$ cat src/rtl/riscv_pkg.sv
// Shared RISC-V pipeline definitions: default widths, ALU operation codes
// and the forwarding-source encoding.
package riscv_pkg;

    localparam int unsigned DATA_WIDTH    = 32;
    localparam int unsigned OPCODE_LENGTH = 4;
    localparam int unsigned REG_ADDR_W    = 5;

    // ALU operation codes
    localparam logic [OPCODE_LENGTH-1:0] ALU_AND = 4'b0000;
    localparam logic [OPCODE_LENGTH-1:0] ALU_OR  = 4'b0001;
    localparam logic [OPCODE_LENGTH-1:0] ALU_ADD = 4'b0010;
    localparam logic [OPCODE_LENGTH-1:0] ALU_XOR = 4'b0011;
    localparam logic [OPCODE_LENGTH-1:0] ALU_SUB = 4'b0110;
    localparam logic [OPCODE_LENGTH-1:0] ALU_SLT = 4'b0111;

    // Where a forwarded register value comes from
    typedef enum logic [1:0] {
        FWD_NONE  = 2'd0,
        FWD_MEMWB = 2'd1,
        FWD_EXMEM = 2'd2
    } fwd_src_e;

endpackage

$ cat src/rtl/alu_operand_stage_if.sv
// Decode-side and ALU-side handshake bundle of the ALU operand stage.
//   master : upstream decode + downstream ALU (drives in_*, out_ready)
//   slave  : the operand stage (drives in_ready, out_*, SrcA/SrcB/Operation)
interface alu_operand_stage_if #(
    parameter int unsigned DATA_WIDTH    = riscv_pkg::DATA_WIDTH,
    parameter int unsigned OPCODE_LENGTH = riscv_pkg::OPCODE_LENGTH,
    parameter int unsigned REG_ADDR_W    = riscv_pkg::REG_ADDR_W
);
    logic                     in_valid;
    logic                     in_ready;
    logic [DATA_WIDTH-1:0]    in_rs1_data;
    logic [DATA_WIDTH-1:0]    in_rs2_data;
    logic [DATA_WIDTH-1:0]    in_imm;
    logic [DATA_WIDTH-1:0]    in_pc;
    logic [REG_ADDR_W-1:0]    in_rs1_addr;
    logic [REG_ADDR_W-1:0]    in_rs2_addr;
    logic [REG_ADDR_W-1:0]    in_rd_addr;
    logic [OPCODE_LENGTH-1:0] in_alu_op;
    logic                     in_use_pc;
    logic                     in_use_imm;
    logic                     in_reg_write;

    logic                     out_valid;
    logic                     out_ready;
    logic [DATA_WIDTH-1:0]    SrcA;
    logic [DATA_WIDTH-1:0]    SrcB;
    logic [OPCODE_LENGTH-1:0] Operation;
    logic [DATA_WIDTH-1:0]    out_store_data;
    logic [REG_ADDR_W-1:0]    out_rd_addr;
    logic                     out_reg_write;

    modport master (
        output in_valid, in_rs1_data, in_rs2_data, in_imm, in_pc,
               in_rs1_addr, in_rs2_addr, in_rd_addr, in_alu_op,
               in_use_pc, in_use_imm, in_reg_write, out_ready,
        input  in_ready, out_valid, SrcA, SrcB, Operation,
               out_store_data, out_rd_addr, out_reg_write
    );

    modport slave (
        input  in_valid, in_rs1_data, in_rs2_data, in_imm, in_pc,
               in_rs1_addr, in_rs2_addr, in_rd_addr, in_alu_op,
               in_use_pc, in_use_imm, in_reg_write, out_ready,
        output in_ready, out_valid, SrcA, SrcB, Operation,
               out_store_data, out_rd_addr, out_reg_write
    );
endinterface

$ cat src/rtl/fwd_mux.sv
// Combinational register-value forwarding select (EX/MEM over MEM/WB).
//   addr           : source register index of the operand
//   stored         : value captured at decode (or refreshed during a stall)
//   exmem_* / memwb_* : in-flight producers
//   data_c         : forwarded operand value
module fwd_mux #(
    parameter int unsigned DATA_WIDTH = riscv_pkg::DATA_WIDTH,
    parameter int unsigned REG_ADDR_W = riscv_pkg::REG_ADDR_W
) (
    input  logic [REG_ADDR_W-1:0] addr,
    input  logic [DATA_WIDTH-1:0] stored,
    input  logic                  exmem_reg_write,
    input  logic [REG_ADDR_W-1:0] exmem_rd,
    input  logic [DATA_WIDTH-1:0] exmem_result,
    input  logic                  memwb_reg_write,
    input  logic [REG_ADDR_W-1:0] memwb_rd,
    input  logic [DATA_WIDTH-1:0] memwb_result,
    output logic [DATA_WIDTH-1:0] data_c
);
    import riscv_pkg::*;

    fwd_src_e src_c;

    // x0 is hardwired zero and is never a forwarding target
    always_comb begin
        src_c = FWD_NONE;
        if (addr != '0) begin
            if (exmem_reg_write && (exmem_rd == addr)) begin
                src_c = FWD_EXMEM;
            end else if (memwb_reg_write && (memwb_rd == addr)) begin
                src_c = FWD_MEMWB;
            end
        end
    end

    always_comb begin
        data_c = stored;
        case (src_c)
            FWD_EXMEM: data_c = exmem_result;
            FWD_MEMWB: data_c = memwb_result;
            default:   data_c = stored;
        endcase
    end

endmodule

$ cat src/rtl/alu_operand_stage.sv
// Single-entry operand register between decode and the ALU, with operand
// forwarding applied on the output side and stall-time operand refresh.
//   clk, rst_n : clock, asynchronous active-low reset
//   bus        : decode/ALU handshake bundle (slave side)
//   flush      : drop held and incoming instruction
//   exmem_* / memwb_* : forwarding sources
module alu_operand_stage #(
    parameter int unsigned DATA_WIDTH    = riscv_pkg::DATA_WIDTH,
    parameter int unsigned OPCODE_LENGTH = riscv_pkg::OPCODE_LENGTH,
    parameter int unsigned REG_ADDR_W    = riscv_pkg::REG_ADDR_W
) (
    input  logic                  clk,
    input  logic                  rst_n,
    alu_operand_stage_if.slave    bus,
    input  logic                  flush,
    input  logic                  exmem_reg_write,
    input  logic                  memwb_reg_write,
    input  logic [REG_ADDR_W-1:0] exmem_rd,
    input  logic [REG_ADDR_W-1:0] memwb_rd,
    input  logic [DATA_WIDTH-1:0] exmem_result,
    input  logic [DATA_WIDTH-1:0] memwb_result
);
    logic                     valid_q;
    logic [DATA_WIDTH-1:0]    rs1_data_q;
    logic [DATA_WIDTH-1:0]    rs2_data_q;
    logic [DATA_WIDTH-1:0]    imm_q;
    logic [DATA_WIDTH-1:0]    pc_q;
    logic [REG_ADDR_W-1:0]    rs1_addr_q;
    logic [REG_ADDR_W-1:0]    rs2_addr_q;
    logic [REG_ADDR_W-1:0]    rd_addr_q;
    logic [OPCODE_LENGTH-1:0] alu_op_q;
    logic                     use_pc_q;
    logic                     use_imm_q;
    logic                     reg_write_q;

    logic                     in_ready_c;
    logic                     load_c;
    logic [DATA_WIDTH-1:0]    rs1_fwd_c;
    logic [DATA_WIDTH-1:0]    rs2_fwd_c;

    assign in_ready_c = !valid_q || bus.out_ready;
    assign load_c     = bus.in_valid && in_ready_c && !flush;

    fwd_mux #(.DATA_WIDTH(DATA_WIDTH), .REG_ADDR_W(REG_ADDR_W)) u_fwd_rs1 (
        .addr            (rs1_addr_q),
        .stored          (rs1_data_q),
        .exmem_reg_write (exmem_reg_write),
        .exmem_rd        (exmem_rd),
        .exmem_result    (exmem_result),
        .memwb_reg_write (memwb_reg_write),
        .memwb_rd        (memwb_rd),
        .memwb_result    (memwb_result),
        .data_c          (rs1_fwd_c)
    );

    fwd_mux #(.DATA_WIDTH(DATA_WIDTH), .REG_ADDR_W(REG_ADDR_W)) u_fwd_rs2 (
        .addr            (rs2_addr_q),
        .stored          (rs2_data_q),
        .exmem_reg_write (exmem_reg_write),
        .exmem_rd        (exmem_rd),
        .exmem_result    (exmem_result),
        .memwb_reg_write (memwb_reg_write),
        .memwb_rd        (memwb_rd),
        .memwb_result    (memwb_result),
        .data_c          (rs2_fwd_c)
    );

    // Entry register: flush beats load, load beats drain; a stalled entry
    // absorbs forwarded values so they outlive the producing instruction.
    always_ff @(posedge clk or negedge rst_n) begin
        if (!rst_n) begin
            valid_q     <= 1'b0;
            rs1_data_q  <= '0;
            rs2_data_q  <= '0;
            imm_q       <= '0;
            pc_q        <= '0;
            rs1_addr_q  <= '0;
            rs2_addr_q  <= '0;
            rd_addr_q   <= '0;
            alu_op_q    <= '0;
            use_pc_q    <= 1'b0;
            use_imm_q   <= 1'b0;
            reg_write_q <= 1'b0;
        end else begin
            if (flush) begin
                valid_q <= 1'b0;
            end else if (load_c) begin
                valid_q <= 1'b1;
            end else if (bus.out_ready) begin
                valid_q <= 1'b0;
            end

            if (load_c) begin
                rs1_data_q  <= bus.in_rs1_data;
                rs2_data_q  <= bus.in_rs2_data;
                imm_q       <= bus.in_imm;
                pc_q        <= bus.in_pc;
                rs1_addr_q  <= bus.in_rs1_addr;
                rs2_addr_q  <= bus.in_rs2_addr;
                rd_addr_q   <= bus.in_rd_addr;
                alu_op_q    <= bus.in_alu_op;
                use_pc_q    <= bus.in_use_pc;
                use_imm_q   <= bus.in_use_imm;
                reg_write_q <= bus.in_reg_write;
            end else if (valid_q && !bus.out_ready) begin
                rs1_data_q <= rs1_fwd_c;
                rs2_data_q <= rs2_fwd_c;
            end
        end
    end

    assign bus.in_ready       = in_ready_c;
    assign bus.out_valid      = valid_q;
    assign bus.SrcA           = use_pc_q  ? pc_q  : rs1_fwd_c;
    assign bus.SrcB           = use_imm_q ? imm_q : rs2_fwd_c;
    assign bus.out_store_data = rs2_fwd_c;
    assign bus.Operation      = alu_op_q;
    assign bus.out_rd_addr    = rd_addr_q;
    assign bus.out_reg_write  = valid_q && reg_write_q;

endmodule

$ cat src/flat_wrapper.sv
// flat-port wrapper written by rule: the top's interface ports become plain ports
module alu_operand_stage_flat 
#(
    parameter int unsigned DATA_WIDTH    = riscv_pkg::DATA_WIDTH,
    parameter int unsigned OPCODE_LENGTH = riscv_pkg::OPCODE_LENGTH,
    parameter int unsigned REG_ADDR_W    = riscv_pkg::REG_ADDR_W
)
  (clk, rst_n, flush, exmem_reg_write, memwb_reg_write, exmem_rd, memwb_rd, exmem_result, memwb_result, bus_in_valid, bus_in_rs1_data, bus_in_rs2_data, bus_in_imm, bus_in_pc, bus_in_rs1_addr, bus_in_rs2_addr, bus_in_rd_addr, bus_in_alu_op, bus_in_use_pc, bus_in_use_imm, bus_in_reg_write, bus_out_ready, bus_in_ready, bus_out_valid, bus_SrcA, bus_SrcB, bus_Operation, bus_out_store_data, bus_out_rd_addr, bus_out_reg_write);
  alu_operand_stage_if #(.DATA_WIDTH(DATA_WIDTH), .OPCODE_LENGTH(OPCODE_LENGTH), .REG_ADDR_W(REG_ADDR_W)) bus_i ();
  input  logic clk;
  input  logic rst_n;
  input  logic flush;
  input  logic exmem_reg_write;
  input  logic memwb_reg_write;
  input  logic [REG_ADDR_W-1:0] exmem_rd;
  input  logic [REG_ADDR_W-1:0] memwb_rd;
  input  logic [DATA_WIDTH-1:0] exmem_result;
  input  logic [DATA_WIDTH-1:0] memwb_result;
  input wire logic [$bits(bus_i.in_valid)-1:0] bus_in_valid;
  input wire logic [$bits(bus_i.in_rs1_data)-1:0] bus_in_rs1_data;
  input wire logic [$bits(bus_i.in_rs2_data)-1:0] bus_in_rs2_data;
  input wire logic [$bits(bus_i.in_imm)-1:0] bus_in_imm;
  input wire logic [$bits(bus_i.in_pc)-1:0] bus_in_pc;
  input wire logic [$bits(bus_i.in_rs1_addr)-1:0] bus_in_rs1_addr;
  input wire logic [$bits(bus_i.in_rs2_addr)-1:0] bus_in_rs2_addr;
  input wire logic [$bits(bus_i.in_rd_addr)-1:0] bus_in_rd_addr;
  input wire logic [$bits(bus_i.in_alu_op)-1:0] bus_in_alu_op;
  input wire logic [$bits(bus_i.in_use_pc)-1:0] bus_in_use_pc;
  input wire logic [$bits(bus_i.in_use_imm)-1:0] bus_in_use_imm;
  input wire logic [$bits(bus_i.in_reg_write)-1:0] bus_in_reg_write;
  input wire logic [$bits(bus_i.out_ready)-1:0] bus_out_ready;
  output wire logic [$bits(bus_i.in_ready)-1:0] bus_in_ready;
  output wire logic [$bits(bus_i.out_valid)-1:0] bus_out_valid;
  output wire logic [$bits(bus_i.SrcA)-1:0] bus_SrcA;
  output wire logic [$bits(bus_i.SrcB)-1:0] bus_SrcB;
  output wire logic [$bits(bus_i.Operation)-1:0] bus_Operation;
  output wire logic [$bits(bus_i.out_store_data)-1:0] bus_out_store_data;
  output wire logic [$bits(bus_i.out_rd_addr)-1:0] bus_out_rd_addr;
  output wire logic [$bits(bus_i.out_reg_write)-1:0] bus_out_reg_write;
  assign bus_i.in_valid = bus_in_valid;
  assign bus_i.in_rs1_data = bus_in_rs1_data;
  assign bus_i.in_rs2_data = bus_in_rs2_data;
  assign bus_i.in_imm = bus_in_imm;
  assign bus_i.in_pc = bus_in_pc;
  assign bus_i.in_rs1_addr = bus_in_rs1_addr;
  assign bus_i.in_rs2_addr = bus_in_rs2_addr;
  assign bus_i.in_rd_addr = bus_in_rd_addr;
  assign bus_i.in_alu_op = bus_in_alu_op;
  assign bus_i.in_use_pc = bus_in_use_pc;
  assign bus_i.in_use_imm = bus_in_use_imm;
  assign bus_i.in_reg_write = bus_in_reg_write;
  assign bus_i.out_ready = bus_out_ready;
  assign bus_in_ready = bus_i.in_ready;
  assign bus_out_valid = bus_i.out_valid;
  assign bus_SrcA = bus_i.SrcA;
  assign bus_SrcB = bus_i.SrcB;
  assign bus_Operation = bus_i.Operation;
  assign bus_out_store_data = bus_i.out_store_data;
  assign bus_out_rd_addr = bus_i.out_rd_addr;
  assign bus_out_reg_write = bus_i.out_reg_write;
  alu_operand_stage #(.DATA_WIDTH(DATA_WIDTH), .OPCODE_LENGTH(OPCODE_LENGTH), .REG_ADDR_W(REG_ADDR_W)) u_core (.clk(clk), .rst_n(rst_n), .bus(bus_i), .flush(flush), .exmem_reg_write(exmem_reg_write), .memwb_reg_write(memwb_reg_write), .exmem_rd(exmem_rd), .memwb_rd(memwb_rd), .exmem_result(exmem_result), .memwb_result(memwb_result));
endmodule
$ cat config.mk
export PLATFORM = sky130hd
export DESIGN_NAME = alu_operand_stage_flat
export DESIGN_NICKNAME = d
export VERILOG_FILES = /design/src/rtl/riscv_pkg.sv /design/src/rtl/alu_operand_stage_if.sv /design/src/rtl/fwd_mux.sv /design/src/rtl/alu_operand_stage.sv /design/src/flat_wrapper.sv
export SDC_FILE = /design/constraint.sdc
export NUM_CORES = 1
export LEC_CHECK = 0
export CAP_MARGIN = 20
export CORE_ASPECT_RATIO = 0.9
export CORE_UTILIZATION = 45
export DETAILED_ROUTE_END_ITERATION = 7
export HOLD_SLACK_MARGIN = 0.1
export PLACE_DENSITY = 0.92
export RECOVER_POWER = 25
export SLEW_MARGIN = 0
export SYNTH_ARGS = -nofsm -noshare
export SYNTH_HDL_FRONTEND = slang
export SYNTH_SLANG_ARGS = --single-unit
$ cat constraint.sdc
create_clock -name clk -period 4.5 [get_ports clk]
set_input_delay 0.9 -clock clk [delete_from_list [all_inputs] [get_ports clk]]
set_output_delay 0.9 -clock clk [all_outputs]
set_load 0.005 [all_outputs]
======== Word level (Yosys, flattened, before mapping) ========
Index checks and enable logic that the tools add are counted.
Widths: inputs -> output; s select.
operators by class
  multiplexer cells ....................... 17
  eq/ne operators ......................... 8
  reduce and logical (&&, ||, !) cells .... 16
operators with widths
  kind                count
  $mux 32             6
  $pmux 32 s2         2
  $eq 5x5->1          4
  $reduce_bool 5->1   2
  $logic_and 1x1->1   8
  $mux 2              4
  $mux 1              5
  $eq 2x1->1 const B  2
  $eq 2x2->1 const B  2
  $logic_not 1->1     3
  $reduce_bool 3->1   1
  $reduce_bool 2->1   1
  $logic_or 1x1->1    1
storage, ports and cells
  word-level logic and storage cells ...... 53
  output and inout bits ................... 108
  input bits .............................. 231
  register bits after elaboration ......... 151

======== Depth between registers and ports, before layout ========
Gate-level depths: netlist of run 1.
  depth after elaboration ................. 9
  depth in mapped cells ................... 10

======== Hierarchy ========
From an unflattened synthesis of run 1, not the netlist that was laid out.
second synthesis, totals
  cell total of the unflattened synthesis .. 800
  area, all modules ....................... 8612.0 um2
modules (own cells, without submodules)
  module             area each (um2)  times used  cells each
  alu_operand_stage  7120.6           1           538
  fwd_mux            745.7            2           131

======== Worst setup path before layout of run 1 ========
Ideal clock, no wire load.
  kind .................................... input-to-output
  start ................................... input exmem_rd[0]
  end ..................................... output bus_SrcB[10]
  stages .................................. 10
  data arrival time ....................... 2771 ps
  setup slack ............................. 829 ps
  cells stage by stage .................... xor2_1 -> nor4_1 -> and3_4 -> o21ai_0 -> ha_1 -> clkbuf_1 -> buf_1 -> nor2_1 -> a21oi_1 -> o21ai_0
on the way
  word-level cells in the longest chain between the ends .. 7
  elaborated cells on any way between the ends .. 8
  classes of those cells .................. eq/ne (3); mux (4); reduce/logical (1)
RTL lines
  item                                             line                      RTL
  start, declared                                  flat_wrapper.sv:15        input logic [REG_ADDR_W-1:0] exmem_rd;
  $eq 5x5->1 (*)                                   fwd_mux.sv:28             if (exmem_reg_write && (exmem_rd == addr)) begin
  $logic_and 1x1->1 (*)                            fwd_mux.sv:28
  $mux 2 (*)                                       fwd_mux.sv:28
  $mux 2 (*)                                       fwd_mux.sv:27             if (addr != '0) begin
  $eq 2x1->1 / $eq 2x2->1 (equally long branches)  fwd_mux.sv:38             case (src_c)
  $pmux 32 s2 (*)                                  fwd_mux.sv:38
  $mux 32 (*)                                      alu_operand_stage.sv:115  assign bus.SrcB = use_imm_q ? imm_q : rs2_fwd_c;
  end, declared                                    flat_wrapper.sv:35        output wire logic [$bits(bus_i.SrcB)-1:0] bus_SrcB;
Every way passes the cells marked *; elsewhere a longest branch is shown, timed or not.

======== Final worst setup path of run 1 ========
  start ................................... input exmem_rd[3]
  end ..................................... output bus_out_store_data[18]
on the way
  word-level cells in the longest chain between the ends .. 6
  elaborated cells on any way between the ends .. 7
  classes of those cells .................. eq/ne (3); mux (3); reduce/logical (1)
RTL lines
  item                                             line                RTL
  $eq 5x5->1 (*)                                   fwd_mux.sv:28
  $logic_and 1x1->1 (*)                            fwd_mux.sv:28
  $mux 2 (*)                                       fwd_mux.sv:28
  $mux 2 (*)                                       fwd_mux.sv:27
  $eq 2x1->1 / $eq 2x2->1 (equally long branches)  fwd_mux.sv:38
  $pmux 32 s2 (*)                                  fwd_mux.sv:38
  end, declared                                    flat_wrapper.sv:37  output wire logic [$bits(bus_i.out_store_data)-1:0] bus_out_store_data;
Marks and branches as above.

==> results_dict.tcl, run 1 <==
set metrics [dict create \
    cts_tree "done" \
    final.setup.tns_ns 0 \
    fin_nets 1440 \
    worst-path-max-fanout 10 \
    grtUsageMet2 0.511 \
    grt_usage 0.319 \
    vias 8211 \
    dieHeight_um 133 \
    clkTransAtPathRegs_ns 0.06 \
    syn_area_per_cell_um2 10.3 \
    ff_latch_area_um2 3780 \
    drt_pass1_iterations 7 \
    fin_util 0.745 \
    grt.overflow.total 0 \
    max_cap_violations 1 \
    postSynthNetCount 1067 \
    h-tree-depth 4 \
    critPathCaptureType "output pin" \
    rrSetupSlack_ns 1.05 \
    cts_root_buf "clkbuf_16" \
    violations "max-capacitance violations, max-slew violations" \
    drtIter0Drc 673 \
    netlist_area_um2 8600 \
    crit_required_ns 3.60 \
    grtUsageMet1 0.405 \
    setup_viol 0 \
    synth.distinct_cells 26 \
    drive_gt1_frac 0.245 \
    worst_clock_skew_ns 0.0119 \
    whs_path_depth 1 \
    grt_pass1_wl_mm 47.4 \
    synth-edff-count 0 \
    fp.dieArea_um2 19700 \
    finalCritPeriodShare 0.998 \
    start_util 0.464 \
    drc_errors 0 \
    busiest_layer "met2" \
    ys_warn_count 0 \
    gp_congestion 0.976 \
    syn2layout_area_growth_pct 60.6 \
    status "finished, violations left" \
    period_minus_slack_ns 4.49 \
    totalPowerFinal_w 0.00523 \
    clk_latency_ns 0.43 \
    postCtsHoldBufs 0 \
    reg2regPathDepth 16 \
    dp_hpwl_mm 22.4 \
    hold_violations 0 \
    post_drt_via_cell_ratio 5.61 \
    routed_wl_mm 32.7 \
    synthCells 832 \
    core.rowCount 47 \
    rsz0062_at_grt "yes" \
    grt_max_degree 75 \
    p_leak_nw 6.26 \
    ys.flop_type "dfrtp_1" \
    ioPinCount 339 \
    worstPathArrival_ns 3.59 \
    crit_type "primary input to output pin" \
    peakVddDrop_uv 239 \
    antenna_found_initial 1 \
    maxSlewHeadroom -0.336 \
    worstSetupStartpointType "primary input" \
    fillers 1228 \
    core_um2 18500 \
    die_w_um 148 \
    hold_path.class "register to register" \
    tightest_slew_ns 2.00 \
    numPortBuffers 338 \
    stdcell_area_um2 13800 \
    ys_ff_latch 151 \
    use_met3 0.0897 \
    holdWs_ns 0.509 \
    ys_seq_area_frac 0.440 \
    multi_input_area_um2 4770 \
    slew_viol_final 75 \
    final_antenna_net_count 0 \
    grt_pass1_vias 8351 \
    cts-buffers-inserted 17 \
    max_freq_ghz 0.223 \
    cts.sinks 151 \
    wl_per_cell_um 22.4 \
    place_area_um2 12600 \
    async_flop_share 1.00 \
    power_density_nw_per_um2 379 \
    clk_path_buf_depth 2 \
]
[cell usage in the layout, fill, tap and decap left out, drive strengths merged, types with 3 or more instances in the layout]
| cell | netlist | routed |
|---|---|---|
| nor2 | 67 | 67 |
| a21oi | 65 | 65 |
| ha | 4 | 4 |
| clkdlybuf4s50 | 0 | 247 |
| or4 | 4 | 4 |
| buf | 33 | 82 |
| a22oi | 64 | 64 |
| dlymetal6s2s | 0 | 30 |
| mux2i | 128 | 128 |
| clkbuf | 32 | 25 |
| clkinv | 0 | 3 |
| xor2 | 8 | 8 |
| dfrtp | 151 | 151 |
| clkdlybuf4s15 | 0 | 16 |
| xnor2 | 12 | 12 |
| dlygate4sd2 | 0 | 37 |
| nor4 | 4 | 4 |
| o21ai | 66 | 66 |
| inv | 33 | 41 |
| nand2 | 66 | 66 |
| mux2 | 86 | 86 |
[metrics by stage]
step	setup slack, ns	cells
finish	0.00779	1464
global route	-0.0490	1464
CTS	-0.0173	1452
detailed placement	-0.427	1410
global placement	-0.403	1410
floorplan	0.829	832
[synth_stat cells, drive strengths merged, types with 12 or more instances]
library cell,count,area share
a21oi,65,0.038
inv,33,0.014
xnor2,12,0.012
nand2,66,0.029
clkbuf,32,0.014
o21ai,66,0.038
mux2i,128,0.15
dfrtp,151,0.44
a22oi,64,0.056
mux2,86,0.13
buf,33,0.023
nor2,67,0.029
[critical path, stage by stage]
cell,delay (ns)
dlygate4sd2_1,0.25
xor2_1,0.14
nor4_1,0.08
and3_4,0.15
or4_4,0.53
ha_4,0.21
buf_12,0.15
buf_12,0.13
a22oi_1,0.22
nor2_1,0.13
a21oi_4,0.17
inv_1,0.06
clkdlybuf4s50_1,0.45
[report_power, final]
group | switching [W] | internal (W)
clock | 0.000632 | 0.000780
sequential | 0.000263 | 0.00164
combinational | 0.000779 | 0.00113
total | 0.00167 | 0.00356
[per-layer routing]
layer,vias to the layer above,share of wire
li1,3703,-
met1,3988,0.40
met2,439,0.48
met3,81,0.080
met4,0,0.037
met5,-,0
[state kept, by name, indices dropped and copies added (netlist names), 4 cells and up]
register	cells
u_core.bus.Operation	4
u_core.rs2_data_q	32
u_core.pc_q	32
u_core.rs1_addr_q	5
u_core.rs1_data_q	32
u_core.rs2_addr_q	5
u_core.bus.out_rd_addr	5
u_core.imm_q	32
[worst paths after layout]
path,start,end
setup / recovery,exmem_rd[3],bus_out_store_data[18]
hold / removal,u_core.pc_q[10],u_core.pc_q[10]
setup reg to reg,u_core.rs2_addr_q[0],u_core.rs2_data_q[18]
hold reg to reg,u_core.pc_q[10],u_core.pc_q[10]
max in group asynchronous,rst_n,u_core.use_pc_q
min in group asynchronous,rst_n,u_core.use_imm_q
[kinds of logic after synthesis]
family / share of synthesized area
xor+xnor: 0.0204
flops: 0.440
fa+ha+maj: 0.00582
compound gates: 0.132
mux: 0.279
buf+inv: 0.0514
simple gates: 0.0716
[repair_timing]
| action | CTS | global route |
|---|---|---|
| buffers inserted | 8 | 6 |
| setup endpoints to repair | 96 | 58 |
| resized for setup | 151 | 78 |
| pin swaps | 5 | 9 |
| gates cloned | 2 | 5 |
[final cells by class]
cell class | instances | area share
Antenna cell | 1 | 0.000181
Clock buffer | 18 | 0.0311
Clock inverter | 14 | 0.0102
Inverter | 33 | 0.00897
Multi-Input combinational cell | 583 | 0.346
Sequential cell | 151 | 0.274
Tap cell | 245 | 0.0222
Timing Repair Buffer | 419 | 0.308
No activity file was read; power rests on OpenSTA's default activity.
==> run 2: changes to the inputs <==
Settings changed: CORE_MARGIN set to 2, CTS_CLUSTER_DIAMETER set to 60.
==> results_dict.tcl, run 2 (synthesis results as in run 1) <==
set metrics [dict create \
    min_from "u_core.pc_q[16]" \
    routed_wl_mm 32.8 \
    grt.overflow.total 0 \
    hold_path.class "register to register" \
    fin_util 0.745 \
    peakVddDrop_uv 269 \
    slew_viol_final 154 \
    drive_gt1_frac 0.250 \
    ioPinCount 339 \
    setup_viol 1 \
    grtUsageMet1 0.404 \
    drtIter0Drc 563 \
    status "finished, violations left" \
    worstReg2RegEnd "u_core.rs2_data_q[2]" \
    vias 8129 \
    violations "max-capacitance violations, max-slew violations, negative setup slack" \
    max_freq_ghz 0.221 \
    core_um2 18600 \
    dp_slack_ns -0.426 \
    max_cap_violations 2 \
    grt_max_degree 93 \
    grt_pass1_wl_mm 49.1 \
    rsz0062_at_grt "yes" \
    h-tree-depth 4 \
    grt_usage 0.318 \
    worstPathArrival_ns 3.63 \
    core.rowCount 47 \
    reg2reg_from "u_core.rs2_addr_q[3]" \
    hold_violations 0 \
    cts-buffers-inserted 17 \
    crit_type "primary input to output pin" \
    critPathCaptureType "output pin" \
    busiest_layer "met2" \
    die_w_um 150 \
    worst_clock_skew_ns 0.0112 \
    final_antenna_net_count 0 \
    antenna_found_initial 1 \
    clkTransAtPathRegs_ns 0.06 \
    dp_hpwl_mm 22.6 \
    num_antenna_cells 0 \
    period_minus_slack_ns 4.53 \
    clk_path_buf_depth 2 \
    use_met3 0.0865 \
    final_common_cell "clkdlybuf4s50_1" \
    cts_root_buf "clkbuf_16" \
    final_cell_mix "244 x clkdlybuf4s50_1, 149 x dfrtp_1, 128 x mux2i_1" \
    power_density_nw_per_um2 386 \
    wl_per_cell_um 22.6 \
    crit_slowest_cell "clkdlybuf4s50_1" \
    finalCritPeriodShare 1.01 \
    worstSetupStartpointType "primary input" \
    drc_errors 0 \
    whs_path_depth 1 \
    grt_pass1_vias 8747 \
    fp.dieArea_um2 20200 \
    p_leak_nw 6.21 \
    clk_latency_ns 0.42 \
    slowest_delay_ns 0.50 \
    drt_pass1_iterations 5 \
    reg2regPathDepth 14 \
    numPortBuffers 338 \
    cts_tree "done" \
    min_to "u_core.pc_q[16]" \
    rrSetupSlack_ns 1.65 \
    path_cells "dlygate4sd2_1 > xor2_1 > nor4_2 > and3_4 > buf_4 > o21ai_0 > ha_2 > buf_4 > buf_16 > nor2_1 > a21oi_4 > inv_1 > clkdlybuf4s50_1" \
    tightest_slew_ns 2.42 \
    fin_nets 1432 \
    worst-path-max-fanout 9 \
    crit_required_ns 3.60 \
    gp_congestion 0.906 \
    cp_common_cell "buf_4" \
    syn2layout_area_growth_pct 61.0 \
    maxSlewHeadroom -0.616 \
    grtUsageMet2 0.528 \
    start_util 0.463 \
    fin_ws_ns -0.0268 \
    cts.sinks 151 \
    dieHeight_um 135 \
    post_drt_via_cell_ratio 5.59 \
]
-- run 2: cell type report --
type	instances	area, um2
multi-input cells	583	4830
repair buffers	411	4160
flip-flops and latches	151	3780
clock buffers	19	453
inverters	33	124
well taps	245	307
clock inverters	13	185
fillers	1230	4740
-- run 2: worst max-delay path by stage --
stage | cells past startpoint | start | end
detailed placement | 12 | exmem_rd[0] | bus_SrcB[4]
CTS | 12 | exmem_rd[2] | bus_out_store_data[5]
global route | 13 | exmem_rd[2] | bus_out_store_data[5]
global placement | 12 | exmem_rd[3] | bus_SrcB[4]
floorplan | 10 | exmem_rd[0] | bus_SrcB[10]
finish | 13 | exmem_rd[2] | bus_out_store_data[5]
-- run 2: per-stage QoR --
stage / hold slack, ns / std cells / setup TNS, ns / cell area [um2] / total power, W
3_5_place_dp: 0.494 / 1394 / -24.07 / 12400 / 0.00373
6_report: 0.511 / 1455 / -0.0268 / 13800 / 0.00534
4_1_cts: 0.509 / 1441 / -0.256 / 13600 / 0.00529
2_1_floorplan: 0.473 / 832 / 0 / 8600 / 0.00261
5_1_grt: 0.521 / 1455 / -0.619 / 13800 / 0.00559
3_3_place_gp: 0.484 / 1394 / -19.55 / 12400 / 0.00366
-- run 2: metal layers --
| layer | routed length, um | vias up | share of wire |
|---|---|---|---|
| met1 | 13100 | 3995 | 0.40 |
| met5 | 13 | - | 0.00040 |
| li1 | - | 3672 | - |
| met4 | 1060 | 2 | 0.032 |
| met2 | 16100 | 388 | 0.49 |
| met3 | 2630 | 72 | 0.080 |
-- run 2: power by group --
group | switching (W) | internal, W | total (W) | leakage [nW]
Combinational | 0.000781 | 0.00109 | 0.00188 | 4.12
Sequential | 0.000263 | 0.00164 | 0.00191 | 1.77
Clock | 0.000632 | 0.000924 | 0.00156 | 0.314
-- run 2: timing repair --
action	4_1_cts	5_1_grt
cloned	5	2
endpoints found under the setup margin	96	70
gates resized for setup	162	75
hold buffers	0	0
pin swaps	7	12
buffers inserted	10	11
-- run 2: worst max-delay path: cells and delay by family --
kind | cells | cell delay, ns
xor gates and xnor gates | 1 | 0.17
adders and majority gates | 1 | 0.39
and+or+nand+nor | 3 | 0.73
AOI/OAI and AO/OA | 2 | 0.16
buffers and inverters | 6 | 1.27
